### config.mk
export PLATFORM = sky130hd
export DESIGN_NAME = div_arbiter
export DESIGN_NICKNAME = d
export VERILOG_FILES = /design/src/rtl/div_arbiter.sv
export SDC_FILE = /design/constraint.sdc
export NUM_CORES = 1
export LEC_CHECK = 0
export BUFFER_PORTS_ARGS = -buffer_cell sky130_fd_sc_hd__buf_2
export CORE_AREA = 2 2 227 229
export DETAILED_ROUTE_END_ITERATION = 8
export DIE_AREA = 0 0 229 231
export HOLD_SLACK_MARGIN = 0.06
export REMOVE_ABC_BUFFERS = 1
export SLEW_MARGIN = 20
export SYNTH_ARGS = -nofsm -noshare
export SYNTH_HDL_FRONTEND = slang
export SYNTH_HIERARCHICAL = 1
export SYNTH_SLANG_ARGS = --single-unit
### constraint.sdc
create_clock -name clk -period 2.6 [get_ports clk]
set_input_delay 0.52 -clock clk [delete_from_list [all_inputs] [get_ports clk]]
set_output_delay 0.52 -clock clk [all_outputs]
set_load 0.02 [all_outputs]
### src/rtl/div_arbiter.sv
`timescale 1ns/1ps

`ifndef DATA_WIDTH
`define DATA_WIDTH 64
`endif

module div_arbiter_rsp_slot #(
  parameter int DATA_WIDTH = 64
) (
  input  logic                  clk,
  input  logic                  rst,
  input  logic                  load,
  input  logic                  load_err,
  input  logic [DATA_WIDTH-1:0] load_q,
  input  logic                  consume,
  output logic                  valid,
  output logic [DATA_WIDTH-1:0] q,
  output logic                  err
);
  always_ff @(posedge clk) begin
    if (rst) begin
      valid <= 1'b0;
      q     <= '0;
      err   <= 1'b0;
    end else if (load) begin
      valid <= 1'b1;
      q     <= load_q;
      err   <= load_err;
    end else if (consume) begin
      valid <= 1'b0;
      err   <= 1'b0;
    end
  end
endmodule

module div_arbiter #(
  parameter int DATA_WIDTH  = `DATA_WIDTH,
  parameter int DIV_TIMEOUT = 64
) (
  input  logic                  clk,
  input  logic                  rst,
  input  logic                  req0_valid,
  output logic                  req0_ready,
  input  logic [DATA_WIDTH-1:0] req0_a,
  input  logic [DATA_WIDTH-1:0] req0_b,
  output logic                  rsp0_valid,
  input  logic                  rsp0_ready,
  output logic [DATA_WIDTH-1:0] rsp0_q,
  output logic                  rsp0_err,
  input  logic                  req1_valid,
  output logic                  req1_ready,
  input  logic [DATA_WIDTH-1:0] req1_a,
  input  logic [DATA_WIDTH-1:0] req1_b,
  output logic                  rsp1_valid,
  input  logic                  rsp1_ready,
  output logic [DATA_WIDTH-1:0] rsp1_q,
  output logic                  rsp1_err,
  output logic                  div_start,
  output logic [DATA_WIDTH-1:0] div_a,
  output logic [DATA_WIDTH-1:0] div_b,
  input  logic                  div_done,
  input  logic [DATA_WIDTH-1:0] div_q
);
  localparam int NUM_PORTS = 2;
  localparam logic [DATA_WIDTH-1:0] QNAN = DATA_WIDTH'(64'h7FF8_0000_0000_0000);

  typedef enum logic [1:0] {IDLE = 2'd0, ISSUE = 2'd1, WAIT = 2'd2, RESP = 2'd3} state_t;

  state_t                               state, state_nxt;
  logic [NUM_PORTS-1:0]                 req_valid, grant, rsp_rdy;
  logic [NUM_PORTS-1:0]                 slot_load, slot_consume, slot_valid, slot_err;
  logic [NUM_PORTS-1:0][DATA_WIDTH-1:0] slot_q;
  logic                                 tag, last_grant, grant_idx, accept, timeout, load_err;
  logic [DATA_WIDTH-1:0]                load_q;

  assign req_valid = {req1_valid, req0_valid};
  assign rsp_rdy   = {rsp1_ready, rsp0_ready};

  always_comb begin
    grant = '0;
    if (state == IDLE) begin
      if (&req_valid) grant = last_grant ? 2'b01 : 2'b10;
      else            grant = req_valid;
    end
  end

  assign accept    = |grant;
  assign grant_idx = grant[1];

`ifdef DIV_WATCHDOG_EN
  logic [15:0] wd_cnt;

  always_ff @(posedge clk) begin
    if (rst)                 wd_cnt <= '0;
    else if (state == ISSUE) wd_cnt <= '0;
    else if (state == WAIT)  wd_cnt <= wd_cnt + 16'd1;
  end

  assign timeout = (state == WAIT) && (wd_cnt == 16'(DIV_TIMEOUT - 1));
`else
  assign timeout = 1'b0;
`endif

  always_ff @(posedge clk) begin
    if (rst) state <= IDLE;
    else     state <= state_nxt;
  end

  always_comb begin
    state_nxt = state;
    case (state)
      IDLE:  if (accept) state_nxt = ISSUE;
      ISSUE: state_nxt = WAIT;
      WAIT:  if (div_done || timeout) state_nxt = RESP;
      RESP:  if (slot_valid[tag] && rsp_rdy[tag]) state_nxt = IDLE;
      default: state_nxt = IDLE;
    endcase
  end

  always_comb begin
    div_start    = 1'b0;
    slot_load    = '0;
    slot_consume = '0;
    load_err     = 1'b0;
    load_q       = div_q;
    case (state)
      ISSUE: div_start = 1'b1;
      WAIT: begin
        if (div_done) begin
          slot_load[tag] = 1'b1;
        end else if (timeout) begin
          slot_load[tag] = 1'b1;
          load_err       = 1'b1;
          load_q         = QNAN;
        end
      end
      RESP:    slot_consume[tag] = rsp_rdy[tag];
      default: ;
    endcase
  end

  always_ff @(posedge clk) begin
    if (rst) begin
      div_a      <= '0;
      div_b      <= '0;
      tag        <= 1'b0;
      last_grant <= 1'b1;
    end else begin
      if (accept) begin
        div_a <= grant_idx ? req1_a : req0_a;
        div_b <= grant_idx ? req1_b : req0_b;
        tag   <= grant_idx;
      end
      if (state == RESP && slot_consume[tag]) last_grant <= tag;
    end
  end

  for (genvar p = 0; p < NUM_PORTS; p++) begin : g_slot
    div_arbiter_rsp_slot #(.DATA_WIDTH(DATA_WIDTH)) u_slot (
      .clk      (clk),
      .rst      (rst),
      .load     (slot_load[p]),
      .load_err (load_err),
      .load_q   (load_q),
      .consume  (slot_consume[p]),
      .valid    (slot_valid[p]),
      .q        (slot_q[p]),
      .err      (slot_err[p])
    );
  end

  assign req0_ready = grant[0];
  assign req1_ready = grant[1];
  assign rsp0_valid = slot_valid[0];
  assign rsp1_valid = slot_valid[1];
  assign rsp0_q     = slot_q[0];
  assign rsp1_q     = slot_q[1];
  assign rsp0_err   = slot_err[0];
  assign rsp1_err   = slot_err[1];
endmodule

==> metrics.txt <==
max-cap violation count 0; CTS HTree Levels 1; FP Rows 83; final setup violation count 0; critical path's top delay family flip-flops; TNS Setup 0 ns; maximum fanout along the worst path 4; gpl congestion 0.842; layout cells sized above 1 40.7%; CTS buffer count 29; CTS root buffer clkbuf_16; crit path to req0_ready; PD cells 948 nW/um^2; critical path's largest stage delay 0.34 ns; Synth Instances 1042; overflow left after global routing 0; routed vias/inst 4.20; Critical Path Source Type flop; placed cell areas 14100 um^2; leakage 7.54 nW; met2 Use GR 21.8%; cell with the largest stage delay on the worst path dfxtp_1; Post-CTS Resized 0; Routed WL 36100 um; Post-Place Cells 2251; Slew Viols, Final 0; Sink Count 264; final-report hold violation count 0; synthesized area 10500 um^2; CTS tree built; DRC viols 0; Initial Util 20.7%; synthesis-to-finish area growth 43.6%; RSZ-0062 raised after global routing no; Netlist cell types 29; Total Routing Usage GR 12.4%; initial DRC count 295; clock skew 0.00908 ns; grt met1 use 14.6%; HP Class primary input to flop; vias in the first global route 9229; syn_area_per_cell 10.1 um^2; hold buffers post-CTS 0; Finished Layout Cells 2304; gr busiest metal met2; fmax 439 MHz; Avg WL per Cell 15.6 um; crit path DAT 1.76 ns; Synth Register Bits 264; post-route cell area 15100 um^2; grt met3 use 3.32%; most frequent cells in the layout 588 x buf_2, 264 x dfxtp_1, 257 x mux2i_1; FF-to-FF End g_slot[0].u_slot/q[29]$_SDFFE_PP0P_; core area 50700 um^2; critical path endpoint category primary output; post-CTS setup buffers 0; die area 52900 um^2; crit path from state[1]$_SDFFE_PP0P_; depth of the worst register-to-register path 7; DRT Pass-1 Iters 5; Peak supply drop 0.465 mV; outcome completed; Final #Nets 1934; clock slew at reported path FFs 0.06 ns; detailed-placement wirelength estimate 27500 um; sequential fraction of the synthesis area 50.3%; Buffers & Inverters on Critical Path 2; Die X 229 um; CP Depth 5; Setup Slack @ Placement 0.531 ns; number of nets with antenna violations after routing 0; global-route wire length before repair 52400 um; Die H 231 um; clock tree buffer depth 3; Warnings, synthesis 6; vias 9677; relative slew slack 58.3%; worst skew pair latency 0.58 ns; worst-margin pin slew 0.626 ns; Worst EP required 2.08 ns; commonest non-fill, non-tap cell in the layout buf_2; largest net degree at the start of global routing 135; flop2flop setup slack 0.57 ns; crit-path cells inv_1 > ha_1 > nand2_1 > a21oi_1 > buf_2; initial antenna violation count 8; PnR worst setup slack 0.320 ns; min cycle time layout 2.28 ns; final worst path period share 87.7%; RR Startpoint state[0]$_SDFFE_PP0P_; IO Pins 590; IO Port Bufs 589; WS Path Type flop to primary output
[cell usage after synthesis, drive strengths merged]
library cell,number,area [um^2]
a22oi,1,7.51
conb,1,3.75
nor2b,2,15.0
ha,5,62.6
dfxtp,264,5290
or3,1,6.26
nand2,10,37.5
nand2b,2,12.5
inv,9,33.8
a311oi,1,8.76
or3b,2,17.5
a32oi,1,8.76
and2,2,12.5
o21ai,129,646
mux2i,257,2570
and3,1,6.26
clkbuf,34,128
buf,52,457
a21oi,134,671
nand3,1,10.0
nor2,133,499
[report_power, final]
part | internal (W) | switching, W
sequential | 0.00485 | 0.000401
clock | 0.00263 | 0.00168
combinational | 0.00171 | 0.00302
[worst min-delay path by stage]
stage                                        start                             endpoint  slack [ns]  cells past startpoint
6_report                                 div_q[60]  g_slot[0].u_slot/q[60]$_SDFFE_PP0P_        0.20                      3
5_1_grt                                  div_q[12]  g_slot[0].u_slot/q[12]$_SDFFE_PP0P_        0.17                      3
4_1_cts                                  div_q[27]  g_slot[0].u_slot/q[27]$_SDFFE_PP0P_        0.16                      3
3_5_place_dp   g_slot[1].u_slot/q[13]$_SDFFE_PP0P_  g_slot[1].u_slot/q[13]$_SDFFE_PP0P_        0.48                      2
3_3_place_gp   g_slot[1].u_slot/q[57]$_SDFFE_PP0P_  g_slot[1].u_slot/q[57]$_SDFFE_PP0P_        0.47                      2
2_1_floorplan                state[1]$_SDFFE_PP0P_                state[1]$_SDFFE_PP0P_        0.47                      2
[registers in the layout, indices dropped and copies added, names as in the netlist]
| name | count |
|---|---|
| g_slot.u_slot/q | 128 |
| div_a | 64 |
| div_b | 64 |
| g_slot.u_slot/err | 2 |
| g_slot.u_slot/valid | 2 |
| state | 2 |
| last_grant | 1 |
| tag | 1 |
[final cells by class]
cell class	count	area [um^2]
inverter	9	35.0
sequential	264	5290
antenna	1	2.50
fill	5383	35600
clock buffer	45	846
clock inverter	7	154
timing repair buffer	614	3280
tap	680	851
multi-input combinational	684	4630
[worst min-delay path: stages]
cell and delay (ns):
buf_2 0.09, mux2i_1 0.06, nor2_1 0.07
[through the flow]
step	total power (W)	utilization [%]	hold slack (ns)
2_1_floorplan	0.00785	-	0.471
3_3_place_gp	0.00999	27.8	0.467
3_5_place_dp	0.0101	27.8	0.476
4_1_cts	0.0145	29.7	0.159
5_1_grt	0.0151	29.8	0.170
6_report	0.0143	29.8	0.196
[kinds of logic (layout without fill, tap and decap cells)]
family	Yosys count	after routing	synth area share (%)
AOI/OAI and AO/OA	266	266	12.8
DFF	264	264	50.3
muxes	257	257	24.5
and+or+nand+nor	154	154	5.87
buffers and inverters	95	675	5.89
adders and majority gates	5	5	0.596
other	1	3	0.0357
[routing by layer]
metal  part of all wire, %  up-vias
met4                   2.6        8
met5                  0.15        -
met1                    40     4494
met2                    49      349
met3                   7.4       64
li1                      -     4762
Note: power is estimated with default switching activity, not from simulation.
